--- src/rtl/compressor_tree_pipe.sv ---
// compressor_tree_pipe
// ---------------------------------------------------------------------------
// Pipelined N:2 carry-save reduction tree for signed operand vectors.
// Each level packs its words into groups of four. A 4:2 compressor (two
// chained 3:2 carry-save adders) reduces each group to two words. A short
// trailing group is padded with zero words. Every level output is
// registered and carries its own valid bit, so the latency is LEVELS cycles.
// Throughput is one vector per cycle.
//
// Optional feature, selected by the macro COMPRESSOR_TREE_CPA_EN:
//   defined   - one more registered stage adds sum+carry. carry_o is then 0
//               and the latency is LEVELS+1.
//   undefined - the outputs stay in redundant (sum, carry) form.
//
// Ports:
//   clk_i    in   clock, all state updates on the rising edge
//   rst_ni   in   asynchronous active-low reset (clears valids and data)
//   flush_i  in   synchronous clear of every valid bit; data is untouched
//   valid_i  in   in_i holds a vector
//   ready_o  out  the tree accepts in_i this cycle
//   in_i     in   NUM_IN signed operands of IN_SIZE bits
//   valid_o  out  sum_o/carry_o hold a result
//   ready_i  in   downstream accepts the result
//   sum_o    out  redundant sum word, OUT_SIZE bits
//   carry_o  out  redundant carry word, already aligned (add directly)
//
// Handshake: a transfer happens on a rising edge where valid and ready are
// both high. A producer holding valid keeps its data stable until the
// transfer. valid_o never drops while ready_i is low. Stage k loads when it
// is empty or its content moves on this edge. ready_o is that condition for
// stage 0 and is built combinationally back from ready_i. flush_i overrides
// every transfer, and ready_o is high while flush_i is high.
// ---------------------------------------------------------------------------
module compressor_tree_pipe #(
  parameter  int NUM_IN   = 12,
  parameter  int IN_SIZE  = 18,
  localparam int LEVELS   = $clog2(NUM_IN) - 1,
  localparam int OUT_SIZE = IN_SIZE + 2 * LEVELS
) (
  input  logic                      clk_i,
  input  logic                      rst_ni,
  input  logic                      flush_i,
  input  logic                      valid_i,
  output logic                      ready_o,
  input  logic signed [IN_SIZE-1:0] in_i [NUM_IN],
  output logic                      valid_o,
  input  logic                      ready_i,
  output logic       [OUT_SIZE-1:0] sum_o,
  output logic       [OUT_SIZE-1:0] carry_o
);

  // Word count entering level k. Every level turns each group of four
  // (zero padded) into two words.
  function automatic int words_at(input int k);
    int n;
    n = NUM_IN;
    for (int j = 0; j < k; j++) begin
      n = 2 * ((n + 3) / 4);
    end
    return n;
  endfunction

`ifdef COMPRESSOR_TREE_CPA_EN
  localparam int NS = LEVELS + 1;  // compressor levels plus the adder stage
`else
  localparam int NS = LEVELS;
`endif

  // ------------------------------------------------------------------
  // Elastic control: one valid bit per registered stage
  // ------------------------------------------------------------------
  logic [NS-1:0] v_q;    // stage holds a vector
  logic [NS-1:0] ld;     // stage may load this edge (empty or draining)
  logic [NS-1:0] vin;    // valid offered to each stage by its producer
  logic [NS-1:0] en;     // stage data registers capture this edge
  logic          ld_acc;

  // ld[k] = !v[k] || ld[k+1], with ld[NS] = ready_i. The chain is written
  // as a running OR from the output end so that no bit of ld reads another
  // bit of ld.
  always_comb begin
    ld_acc = ready_i;
    ld     = '0;
    for (int k = NS - 1; k >= 0; k--) begin
      ld_acc = ld_acc | ~v_q[k];
      ld[k]  = ld_acc;
    end
  end

  always_comb begin
    vin    = '0;
    vin[0] = valid_i;
    for (int k = 1; k < NS; k++) begin
      vin[k] = v_q[k-1];
    end
  end

  // Data moves only on a real handshake and never during a flush. A bubble
  // moving into a stage clears its valid bit and leaves its data alone.
  assign en = vin & ld & {NS{~flush_i}};

  always_ff @(posedge clk_i or negedge rst_ni) begin
    if (!rst_ni) begin
      v_q <= '0;
    end else if (flush_i) begin
      v_q <= '0;
    end else begin
      for (int k = 0; k < NS; k++) begin
        if (ld[k]) begin
          v_q[k] <= vin[k];
        end
      end
    end
  end

  assign ready_o = flush_i | ld[0];
  assign valid_o = v_q[NS-1];

  // ------------------------------------------------------------------
  // Compressor levels
  // ------------------------------------------------------------------
  // All words are carried at the full OUT_SIZE width. The operands are
  // sign-extended once, at the tree input, and every later step is exact
  // modulo 2^OUT_SIZE. Sign-extending the two redundant words of a level on
  // their own would be wrong: each word may wrap even when their sum does
  // not. OUT_SIZE holds the worst-case sum, so the final wrap is harmless.
  for (genvar k = 0; k < LEVELS; k++) begin : lvl
    localparam int NI = words_at(k);
    localparam int NO = words_at(k + 1);

    logic [OUT_SIZE-1:0] dpad [2*NO];  // level input, zero padded to 4s
    logic [OUT_SIZE-1:0] dnx  [NO];    // compressor outputs
    logic [OUT_SIZE-1:0] dq   [NO];    // stage registers

    for (genvar i = 0; i < 2 * NO; i++) begin : g_pad
      if (i >= NI) begin : g_zero
        assign dpad[i] = '0;
      end else if (k == 0) begin : g_in
        assign dpad[i] = {{(OUT_SIZE-IN_SIZE){in_i[i][IN_SIZE-1]}}, in_i[i]};
      end else begin : g_prev
        assign dpad[i] = lvl[k-1].dq[i];
      end
    end

    // 4:2 compressor = two chained 3:2 stages. Each carry is shifted up one
    // bit here, so the two output words line up and can be added directly.
    for (genvar g = 0; g < NO / 2; g++) begin : g_c42
      logic [OUT_SIZE-1:0] a, b, c, d, s1, c1;
      assign a  = dpad[4*g];
      assign b  = dpad[4*g+1];
      assign c  = dpad[4*g+2];
      assign d  = dpad[4*g+3];
      assign s1 = a ^ b ^ c;
      assign c1 = ((a & b) | (a & c) | (b & c)) << 1;
      assign dnx[2*g]   = s1 ^ c1 ^ d;
      assign dnx[2*g+1] = ((s1 & c1) | (s1 & d) | (c1 & d)) << 1;
    end

    always_ff @(posedge clk_i or negedge rst_ni) begin
      if (!rst_ni) begin
        for (int i = 0; i < NO; i++) begin
          dq[i] <= '0;
        end
      end else if (en[k]) begin
        for (int i = 0; i < NO; i++) begin
          dq[i] <= dnx[i];
        end
      end
    end
  end

  // ------------------------------------------------------------------
  // Output stage
  // ------------------------------------------------------------------
`ifdef COMPRESSOR_TREE_CPA_EN
  logic [OUT_SIZE-1:0] cpa_q;

  always_ff @(posedge clk_i or negedge rst_ni) begin
    if (!rst_ni) begin
      cpa_q <= '0;
    end else if (en[LEVELS]) begin
      cpa_q <= lvl[LEVELS-1].dq[0] + lvl[LEVELS-1].dq[1];
    end
  end

  assign sum_o   = cpa_q;
  assign carry_o = '0;
`else
  assign sum_o   = lvl[LEVELS-1].dq[0];
  assign carry_o = lvl[LEVELS-1].dq[1];
`endif

endmodule
--- config.mk ---
export PLATFORM = sky130hd
export DESIGN_NAME = compressor_tree_pipe
export DESIGN_NICKNAME = d
export VERILOG_FILES = /design/src/rtl/compressor_tree_pipe.sv
export SDC_FILE = /design/constraint.sdc
export NUM_CORES = 1
export LEC_CHECK = 0
export CAP_MARGIN = 5
export CORE_ASPECT_RATIO = 0.5
export CORE_MARGIN = 10
export CORE_UTILIZATION = 40
export CTS_CLUSTER_SIZE = 12
export DETAILED_ROUTE_END_ITERATION = 10
export PLACE_DENSITY = 0.69
export SLEW_MARGIN = 20
export SYNTH_ARGS = -nofsm -noshare
export SYNTH_HDL_FRONTEND = slang
export SYNTH_SLANG_ARGS = --single-unit
--- constraint.sdc ---
create_clock -name clk_i -period 2.1 [get_ports clk_i]
set_input_delay 0.525 -clock clk_i [delete_from_list [all_inputs] [get_ports clk_i]]
set_output_delay 0.525 -clock clk_i [all_outputs]
set_load 0.01 [all_outputs]
==> parameters.txt <==
Parameter                              Value

Global routing
  Antenna violations before repair    3
  Via count of the first global-routing pass    8816
  Wire length of the first global-routing pass    51000 um
  Aggregate global routing overflow    0
  All-Layer GR Usage    15.5%
  Pin count of the biggest net entering global routing    63

Floorplan
  Initial Util    41.1%
  Die area    42800 um^2
  Total I/O pin count    271
  Die W    283 um
  Placeable core area    33600 um^2
  Die Ht    151 um
  Cell Rows    47

Worst setup path
  Worst Setup SP    sum_o[22]
  Chain of cells forming the critical path    clkdlybuf4s50_1
  Largest fanout on the critical path    3
  Worst setup SP type    flip-flop
  CP Buf/Inv Count    1
  Max incr delay on CP    0.57 ns
  Cell with the biggest individual delay on the critical path    clkdlybuf4s50_1
  Endpoint required time on the critical path    1.57 ns
  Category of the most critical setup path    reg -> out
  CP Data Arrival Time    1.52 ns
  Kind of cell adding the most delay to the critical path    buffers and inverters
  Type of destination of the critical path    output pin
  Reg-to-reg critical path startpoint    v_q[1]

Placed design
  Port Buffers    268
  Placed inst area    17100 um^2
  Global placer's final weighted congestion    0.873
  Dpl hpwl    27300 um

Timing
  Clock period minus worst slack    2.04 ns
  Max Clock Freq    0.490 GHz
  Worst slew slack as a fraction of its limit    65.9%
  Number of pins exceeding their max-slew limit in the final report    0
  Final Hold Vio Count    0
  Share of the clock period used by the worst path after layout    97.1%
  RSZ-0062 raised after global routing    no
  Pin slew with the least headroom to its limit    0.511 ns
  Skew final    0.00902 ns
  Final count of negative-setup-slack endpoints    0

Power
  Part of the power in combinational logic    42.6%
  Cell internal power dissipation    13.7 mW
  Leakage dissipation    7.96 nW
  Clock power share    19.5%
  Total power draw    20.9 mW
  PD cells    1170 nW/um^2
  Max VDD drop    0.000753 V
  Relative contribution of sequential cells to total power    37.9%
  Sw Pwr    7.18 mW
  Switching power as a share of total power    34.3%

Drt
  Final routed DRC violation total    0
  Total number of vias    7299
  Routed Wire Length    32600 um
  First-iteration detailed-routing DRC count    312
  DRT antenna net count    0
  TritonRoute pass-1 iters    4
  Vias per std cell    4.63
  Average detailed-routed wire length per instance    20.7 um

Clock tree
  Number of buffers on the longest clock path    3
  TritonCTS clock tree    built
  Clock-pin transition on the worst setup and hold timing paths    0.06 ns
  Cell chosen for the clock root    clkbuf_16
  Clk Latency, worst-skew pair    0.52 ns
  CTS HTree Levels    1
  Sinks on the clock net    243
  Number of buffers created by CTS    25

Yosys
  Sequential share of the synthesized area    44.0%
  Cell count after synthesis    812
  Mean area per synthesized cell    17.0 um^2
  Number of library cell types mapped by synthesis    21
  Number of synthesized register bits    243
  Synth Warn #    0
  Area of the mapped netlist    13800 um^2

Final layout
  Final #Nets    1556
  Filler cell count in the final layout    2714
  Diodes inserted    0
  Share of post-route cells with drive strength above 1    19.3%
  Post-route design area    17800 um^2
  Area Overhead vs Synth    29.2%

Status
  Run status    completed

Worst hold path
  Launch point of the worst hold path    lvl[2].g_c42[0].a[2]
  Class of the tightest hold or removal check    reg -> reg

Run
  Number of max-cap violations    0
per-layer routing:
layer | vias to the layer above | GRT usage [%] | routed length [um] | part of all wire [%]
met3 | 30 | 2.06 | 1000 | 3.1
met4 | 0 | 2.91 | 519 | 1.6
met1 | 3917 | 20.6 | 14000 | 43
li1 | 3263 | - | - | -
met2 | 89 | 27.2 | 17100 | 53
met5 | - | 0 | 0 | 0
path summary, 6_finish.rpt:
check | end | slack (ns) | cells after the start
max in group asynchronous | carry_o[2] | 0.84 | 3
setup / recovery | sum_o[23] | 0.06 | 1
setup reg to reg | lvl[1].g_c42[0].c[2] | 0.16 | 6
hold / removal | lvl[2].g_c42[0].a[2] | 0.49 | 1
hold reg to reg | lvl[2].g_c42[0].a[2] | 0.49 | 1
min in group asynchronous | lvl[1].g_c42[0].b[16] | 0.56 | 2
cell type report:
cell class              count  area [um^2]  share of cell area, %
well taps                 465          582                   3.26
inverters                  52          195                   1.09
clock inverters             2         10.0                 0.0561
multi-input cells         488         7310                   41.0
flip-flops and latches    243         6080                   34.1
repair buffers            292         2950                   16.5
clock buffers              35          713                   4.00
synth_stat cells:
cell,count,area [um^2]
mux2_1,62,698
a21oi_1,1,5.00
buf_6,14,158
mux2_2,96,1080
nor2_1,5,18.8
nor2b_1,1,6.26
or3b_1,1,8.76
buf_2,12,60.1
mux2_4,58,871
nor3b_1,1,7.51
dfrtp_1,243,6080
nand2_1,1,3.75
fa_1,187,3740
buf_4,4,30.0
nand3b_1,1,7.51
ha_1,46,576
conb_1,1,3.75
inv_1,52,195
and3b_1,1,8.76
mux2i_1,24,240
a211o_1,1,8.76
cells by family (layout without fill, tap and decap cells):
family / count (synthesis) / after routing / share of synthesized area (%)
AND/OR/NAND/NOR: 11 / 11 / 0.444
flip-flops: 243 / 243 / 44.0
other: 1 / 2 / 0.0272
multiplexers: 240 / 240 / 20.9
AO/OA/AOI/OAI: 2 / 2 / 0.0996
adder cells (fa/ha/maj): 233 / 233 / 31.3
buffers and inverters: 82 / 381 / 3.21
power groups by stage:
stage                     combinational [mW]  clock (mW)  sequential, mW
after floorplan                         4.80           0            7.73
after global placement                  8.81           0            7.96
after detailed placement                9.08           0            8.04
after CTS                               9.12        4.17            7.97
after global routing                    10.0        4.37            8.18
final                                   8.91        4.07            7.93
cells in the final DEF, fill, tap and decap left out, types with 7 or more instances in the layout:
master | synthesis | final
mux2i_1 | 24 | 24
clkbuf_16 | 0 | 25
buf_4 | 4 | 16
mux2_4 | 58 | 58
mux2_2 | 96 | 96
inv_1 | 52 | 52
mux2_1 | 62 | 62
buf_12 | 0 | 7
clkdlybuf4s50_1 | 0 | 265
fa_1 | 187 | 187
ha_1 | 46 | 46
dfrtp_1 | 243 | 243
what timing repair did:
item,in CTS,in global routing
hold buffers,1,0
hold endpoints to repair,53,0
endpoints found under the setup margin,2,1
setup buffers,1,0
gates resized for setup,3,2
state kept, by name, summed over array words and instances, names as in the netlist:
register,cells
lvl.g_c42.b,58
lvl.g_c42.d,38
v_q,3
carry_o,22
lvl.g_c42.c,40
lvl.g_c42.a,59
sum_o,23
per-stage QoR:
| step | TNS (ns) | util (%) | instances | hold slack [ns] | setup WS (ns) |
|---|---|---|---|---|---|
| 2_1_floorplan | 0 | - | 813 | 0.229 | 0.252 |
| 3_3_place_gp | -47.28 | 50.9 | 1538 | 0.477 | -0.331 |
| 3_5_place_dp | -49.84 | 50.9 | 1538 | 0.474 | -0.349 |
| 4_1_cts | 0 | 53.1 | 1577 | 0.495 | 0.00617 |
| 5_1_grt | 0 | 53.1 | 1577 | 0.519 | 0.00394 |
| 6_report | 0 | 53.1 | 1577 | 0.494 | 0.0600 |
Note: power is estimated with default switching activity, not from simulation.
